`src/rtl/regfile_write_arbiter.sv`:
```
`default_nettype none
// =============================================================================
// regfile_write_arbiter : shares the register file write port between ALU and
// LSU writeback and tracks pending writes per register for RAW stalls.
// Build option REGFILE_ARB_RR_EN: round-robin arbitration (else LSU priority).
// Revision: 1.0
// =============================================================================
module regfile_write_arbiter #(
  parameter int ADDR_W = 5,
  parameter int DATA_W = 32
) (
  input  logic              clk,
  input  logic              reset,
  input  logic              alu_valid,
  output logic              alu_ready,
  input  logic [ADDR_W-1:0] alu_rd,
  input  logic [DATA_W-1:0] alu_data,
  input  logic              lsu_valid,
  output logic              lsu_ready,
  input  logic [ADDR_W-1:0] lsu_rd,
  input  logic [DATA_W-1:0] lsu_data,
  input  logic              issue_valid,
  input  logic [ADDR_W-1:0] issue_rd,
  input  logic [ADDR_W-1:0] rs1_addr,
  input  logic [ADDR_W-1:0] rs2_addr,
  output logic              rs1_busy,
  output logic              rs2_busy,
  output logic              writeEnable,
  output logic [ADDR_W-1:0] writeAddr,
  output logic [DATA_W-1:0] writeData
);

  localparam int NREG = 1 << ADDR_W;

  logic              w_lsu_wins;
  logic              w_alu_grant;
  logic              w_lsu_grant;
  logic              r_we;
  logic [ADDR_W-1:0] r_addr;
  logic [DATA_W-1:0] r_data;

`ifdef REGFILE_ARB_RR_EN
  logic r_favor_lsu;

  assign w_lsu_wins = r_favor_lsu;

  // After any grant the other requester is favoured on the next conflict.
  always_ff @(posedge clk) begin
    if (!reset) begin
      r_favor_lsu <= 1'b0;
    end else if (w_alu_grant) begin
      r_favor_lsu <= 1'b1;
    end else if (w_lsu_grant) begin
      r_favor_lsu <= 1'b0;
    end
  end
`else
  assign w_lsu_wins = 1'b1;
`endif

  assign w_alu_grant = alu_valid && (!lsu_valid || !w_lsu_wins);
  assign w_lsu_grant = lsu_valid && (!alu_valid || w_lsu_wins);
  assign alu_ready   = w_alu_grant;
  assign lsu_ready   = w_lsu_grant;

  always_ff @(posedge clk) begin
    if (!reset) begin
      r_we   <= 1'b0;
      r_addr <= '0;
      r_data <= '0;
    end else if (w_lsu_grant) begin
      r_we   <= (lsu_rd != '0);
      r_addr <= lsu_rd;
      r_data <= lsu_data;
    end else if (w_alu_grant) begin
      r_we   <= (alu_rd != '0);
      r_addr <= alu_rd;
      r_data <= alu_data;
    end else begin
      r_we   <= 1'b0;
    end
  end

  assign writeEnable = r_we;
  assign writeAddr   = r_addr;
  assign writeData   = r_data;

  // Entry 0 is a constant so x0 never reports busy.
  logic [1:0] w_cnt [NREG];
  assign w_cnt[0] = 2'd0;

  for (genvar r = 1; r < NREG; r++) begin : g_sb
    logic [1:0] r_cnt;
    logic       w_inc;
    logic       w_dec;

    assign w_inc = issue_valid && (issue_rd == ADDR_W'(r));
    assign w_dec = r_we && (r_addr == ADDR_W'(r));

    always_ff @(posedge clk) begin
      if (!reset) begin
        r_cnt <= 2'd0;
      end else if (w_inc && !w_dec && (r_cnt != 2'd3)) begin
        r_cnt <= r_cnt + 2'd1;
      end else if (w_dec && !w_inc && (r_cnt != 2'd0)) begin
        r_cnt <= r_cnt - 2'd1;
      end
    end

    assign w_cnt[r] = r_cnt;

    a_no_overflow: assert property (@(posedge clk) disable iff (!reset)
      !(w_inc && !w_dec && (r_cnt == 2'd3)));
    a_no_underflow: assert property (@(posedge clk) disable iff (!reset)
      !(w_dec && !w_inc && (r_cnt == 2'd0)));
  end

  assign rs1_busy = (w_cnt[rs1_addr] != 2'd0) && (rs1_addr != '0);
  assign rs2_busy = (w_cnt[rs2_addr] != 2'd0) && (rs2_addr != '0);

endmodule
`default_nettype wire

```
`config.mk`:
```
export PLATFORM = sky130hd
export DESIGN_NAME = regfile_write_arbiter
export DESIGN_NICKNAME = d
export VERILOG_FILES = /design/src/rtl/regfile_write_arbiter.sv
export SDC_FILE = /design/constraint.sdc
export NUM_CORES = 1
export LEC_CHECK = 0
export BUFFER_PORTS_ARGS = -buffer_cell sky130_fd_sc_hd__buf_2
export CORE_UTILIZATION = 32
export DETAILED_ROUTE_END_ITERATION = 10
export PLACE_DENSITY_LB_ADDON = 0.15
export SLEW_MARGIN = 25
export SYNTH_ARGS = -nofsm -noshare
export SYNTH_HDL_FRONTEND = slang
export SYNTH_SLANG_ARGS = --single-unit
```
`constraint.sdc`:
```
create_clock -name clk -period 3.6 [get_ports clk]
set_clock_uncertainty 0.1 [all_clocks]
set_input_delay 0.72 -clock clk [delete_from_list [all_inputs] [get_ports clk]]
set_output_delay 0.72 -clock clk [all_outputs]
set_load 0.01 [all_outputs]
```
==> metrics.sh <==
RUN_STATUS='complete, no violations'
LAYOUT-DRIVE-GT1-SHARE_PCT=18.2
COUNT_OF_FLIP_FLOPS_WITH_A_BUILT_IN_ENABLE_AFTER_SYNTHESIS=0
FINAL.FILL_COUNT=1991
SYN_AREA_MM2=0.00628
SYNTH-SIMPLE-AREA-SHARE_PCT=21.4
SYNTH-SEQ-AREA-SHARE_PCT=31.9
LARGEST_NET_DEGREE_AT_THE_START_OF_GLOBAL_ROUTING=101
CRITICAL_PATH_ARRIVAL_PS=2230
WORST-R2R-CELL-COUNT=5
INTERNAL_POWER_uW=1780
YOSYS_MOST_USED_DFF='sky130_fd_sc_hd__dfxtp_1'
AVGVIACOUNTPERCELL=5.19
POSTCTSSETUPREPAIRBUFS=0
REGISTER_AREA_MM2=0.00200
POST_CTS_RESIZE_COUNT=0
FINAL-MAX-SLEW-VIOLATION-COUNT=0
PRECTSSETUPSLACK_PS=562
CRITICAL_PATH.TOP_DELAY_FAMILY='multiplexers'
CTS_BUFFER_DEPTH=2
YOSYSWARNINGS=0
SYNTHMUXAREASHARE_PCT=8.21
WORST-SETUP-PATH-TYPE='primary input to output port'
REG2REG_TO='g_sb[31].r_cnt[0]'
HOLDCRITSTARTPOINT='g_sb[27].r_cnt[1]'
CP_MAX_FO=17
SYNTH_COMPOUND_GATE_AREA_SHARE_PCT=32.4
CTS_INSERTED_BUFFERS=9
GLOBALROUTETOTALUTIL_PCT=18.0
SEQUENTIAL_POWER_SHARE_PCT=46.7
MOST-COMMON-LAYOUT-CELLS='sky130_fd_sc_hd__buf_2 (135), sky130_fd_sc_hd__o21ai_0 (118), sky130_fd_sc_hd__nand2_1 (102), sky130_fd_sc_hd__dfxtp_1 (100), sky130_fd_sc_hd__a21boi_0 (59)'
SYN_AVG_CELL_AREA_UM2=7.69
POWER.NET_SWITCHING_uW=715
TOTAL_POWER_uW=2490
CRIT_PATH_CELL_TRACE='buf_2 -> mux4_2 -> a2111o_1 -> nand4_1 -> buf_2'
VIAS=6056
IR_WORST_VDD_uV=193
POWER.LEAKAGE_uW=0.00291
WORST_SKEW_PAIR.LATE_LATENCY_PS=360
FINALNETCOUNT=995
GRT_ANTENNA_BEFORE_REPAIR=0
CRITICAL_PATH_REQUIRED_PS=2780
CTS-ROOT-BUF='sky130_fd_sc_hd__clkbuf_16'
DIEAREA_MM2=0.0202
POST-ROUTE-DRC-COUNT=0
GRT.OVERFLOW.TOTAL=0
CTS_NUM_SINKS=100
COMBINATIONALPOWERSHARE_PCT=14.1
TIMING.SETUP.TNS_PS=0
FIRST_ITER_VIOLATIONS=360
FIN_CRIT_PS=3050
GPL.FINAL_WEIGHTED_CONGESTION=0.792
FRACTION_OF_POWER_SPENT_SWITCHING_NETS_PCT=28.7
HTREE_LEVELS=3
FF2FF_SETUP_SLACK_PS=1400
CLKTRANSATPATHREGS_PS=70
NETLIST_INSTANCES=816
CTS-HOLD-FIX-BUFFERS=0
SETUP_REPAIR_AFTER_GLOBAL_ROUTING_MISSED_ITS_MARGIN='false'
SYNTH.NET_COUNT=910
HOLD_PATH.CLASS='flop to flop'
SYN_TO_FINAL_GROWTH_PCT=17.2
FIRST_GLOBAL_VIAS=5313
SYNTH_XOR_XNOR_AREA_SHARE_PCT=0
WORST_PIN_SLEW_PS=845
CLOCK_POWER_SHARE_PCT=39.2
ANT_NETS=0
ENDPOINT_KIND='output port'
STD_CELL_ROWS=50
SYNTH_ADDER_AREA_SHARE_PCT=0
POST-ROUTE-PERIOD-UTIL_PCT=84.6
DETAILEDPLACEMENTHPWL_MM=12.8
CP-START-KIND='primary input'
HOLD_VIOLATIONS=0
MAXCAPVIOLCOUNT=0
NETLIST-CELL-TYPE-COUNT=47
CRIT_PATH_TOP_DELAY_CELL='sky130_fd_sc_hd__mux4_2'
CTS_TREE='built'
CRITPATHMOSTFREQUENTCELL='sky130_fd_sc_hd__buf_2'
FIN_WORST_HOLD_SLACK_PS=394
FINAL_CRITICAL_PATH_SETUP_SLACK_PS=554
TIMING.CRITICAL_PATH.BUF_INV=2
LAYOUT_COMMONEST_CELL='sky130_fd_sc_hd__buf_2'
R2R-START='writeAddr[2]'
WIRE_PER_INST_UM=15.3
INITIAL_CORE_UTILIZATION_PCT=33.1
GRT_PASS1_WL_MM=28.3
DOMINANT_COMBINATIONAL_CELL_FAMILY_BY_AREA_AFTER_SYNTHESIS='compound AO/OA/AOI/OAI gates'
WORSTHOLDENDPOINT='g_sb[27].r_cnt[1]'
POSTSYNTH.ASYNCRESETSHARE_PCT=0
DIE_W_UM=142
IO_PINS=136
MULTIINPUTGATEAREA_MM2=0.00389
DESIGN.CORE.AREA_MM2=0.0190
P_PER_AREA_mW_PER_MM2=339
FMAX_MHz=328
YOSYS_REGISTER_BITS=100
WORST_SLEW_MARGIN_REL_PCT=43.7
DP_CELLS=1150
WORST_PATH_LARGEST_CELL_DELAY_PS=560
FLOORPLAN.DIE.HEIGHT_UM=142
FINAL-SETUP-VIOL-COUNT=0
PORT_BUFFERS=135
ROUTED_WL_MM=17.9
INSTANCES_NO_FILL=1166
ANTENNA_CELLS=0
WORST_HOLD_STAGES=2
FIRST_PASS_ITERS=5
cell families (layout without fill, tap and decap cells):
group / Yosys count / in the layout
AOI/OAI and AO/OA: 307 / 307
and+or+nand+nor: 268 / 268
muxes: 44 / 44
buffers and inverters: 97 / 187
DFF: 100 / 100
power by group through the flow:
stage	Clock, µW	Sequential (µW)	Combinational [µW]
2_1_floorplan	0	1200	210
3_5_place_dp	0	1190	353
4_1_cts	1030	1170	354
5_1_grt	1060	1170	389
6_report	978	1170	351
3_3_place_gp	0	1190	350
worst min-delay path: cells and delay by family, from the launching register on:
kind             cells  cell delay [ps]
flip-flops           1              330
AO/OA/AOI/OAI        1               60
AND/OR/NAND/NOR      1               50
cells in the mapped netlist, types with 3 or more instances:
cell type / number / area share [%]
sky130_fd_sc_hd__o21ai_0: 118 / 9.4
sky130_fd_sc_hd__nand2_1: 102 / 6.1
sky130_fd_sc_hd__dfxtp_1: 100 / 32
sky130_fd_sc_hd__a21boi_0: 59 / 7.1
sky130_fd_sc_hd__clkbuf_1: 52 / 3.1
sky130_fd_sc_hd__nand3_1: 46 / 3.7
sky130_fd_sc_hd__and2_1: 38 / 3.8
sky130_fd_sc_hd__mux2i_1: 38 / 6.1
sky130_fd_sc_hd__inv_1: 31 / 1.9
sky130_fd_sc_hd__o21a_1: 30 / 3.6
sky130_fd_sc_hd__a211o_1: 25 / 3.5
sky130_fd_sc_hd__nor2_1: 25 / 1.5
sky130_fd_sc_hd__o211ai_1: 23 / 2.8
sky130_fd_sc_hd__nor3_1: 21 / 1.7
sky130_fd_sc_hd__a21oi_1: 15 / 1.2
sky130_fd_sc_hd__a211oi_1: 8 / 0.96
sky130_fd_sc_hd__a311o_1: 8 / 1.3
sky130_fd_sc_hd__o2111ai_1: 8 / 1.1
sky130_fd_sc_hd__nor2b_1: 7 / 0.70
sky130_fd_sc_hd__buf_1: 6 / 0.36
sky130_fd_sc_hd__mux4_2: 6 / 2.2
sky130_fd_sc_hd__buf_2: 5 / 0.40
sky130_fd_sc_hd__nand2b_1: 4 / 0.40
sky130_fd_sc_hd__nand4_1: 4 / 0.40
sky130_fd_sc_hd__a31oi_1: 3 / 0.30
sky130_fd_sc_hd__and4b_1: 3 / 0.48
sky130_fd_sc_hd__nand4b_1: 3 / 0.42
sky130_fd_sc_hd__nand4bb_1: 3 / 0.54
per-layer routing:
metal / global-route usage [%] / routed length, µm / vias up
met5: 0 / 0 / -
met4: 5.83 / 282 / 0
met3: 2.86 / 484 / 20
met2: 31.1 / 8910 / 81
met1: 22.7 / 8190 / 2821
li1: - / - / 3134
layout make-up:
class / count / share of cell area, %
tap: 260 / 4.42
clock inverter: 7 / 0.936
multi-input combinational: 619 / 52.9
sequential: 100 / 27.2
inverter: 31 / 1.58
timing repair buffer: 140 / 9.87
clock buffer: 9 / 3.06
through the flow:
stage | util, % | instance area (µm²)
after global routing | 38.8 | 7350
after floorplan | - | 6280
after CTS | 38.8 | 7350
after detailed placement | 37.2 | 7060
after global placement | 37.2 | 7060
final | 38.8 | 7350
registers in the layout, summed over array words and instances (netlist names):
| signal | cells |
|---|---|
| writeAddr | 5 |
| writeData | 32 |
| g_sb.r_cnt | 62 |
| writeEnable | 1 |
worst max-delay path by stage:
| stage | start | end | slack, ps | cells past startpoint |
|---|---|---|---|---|
| 2_1_floorplan | rs2_addr[1] | rs2_busy | 720 | 7 |
| 3_3_place_gp | rs1_addr[0] | rs1_busy | 570 | 5 |
| 3_5_place_dp | rs1_addr[0] | rs1_busy | 560 | 5 |
| 4_1_cts | rs1_addr[0] | rs1_busy | 540 | 5 |
| 5_1_grt | rs1_addr[0] | rs1_busy | 460 | 5 |
| 6_report | rs1_addr[0] | rs1_busy | 550 | 5 |
No activity file was read; power rests on OpenSTA's default activity.
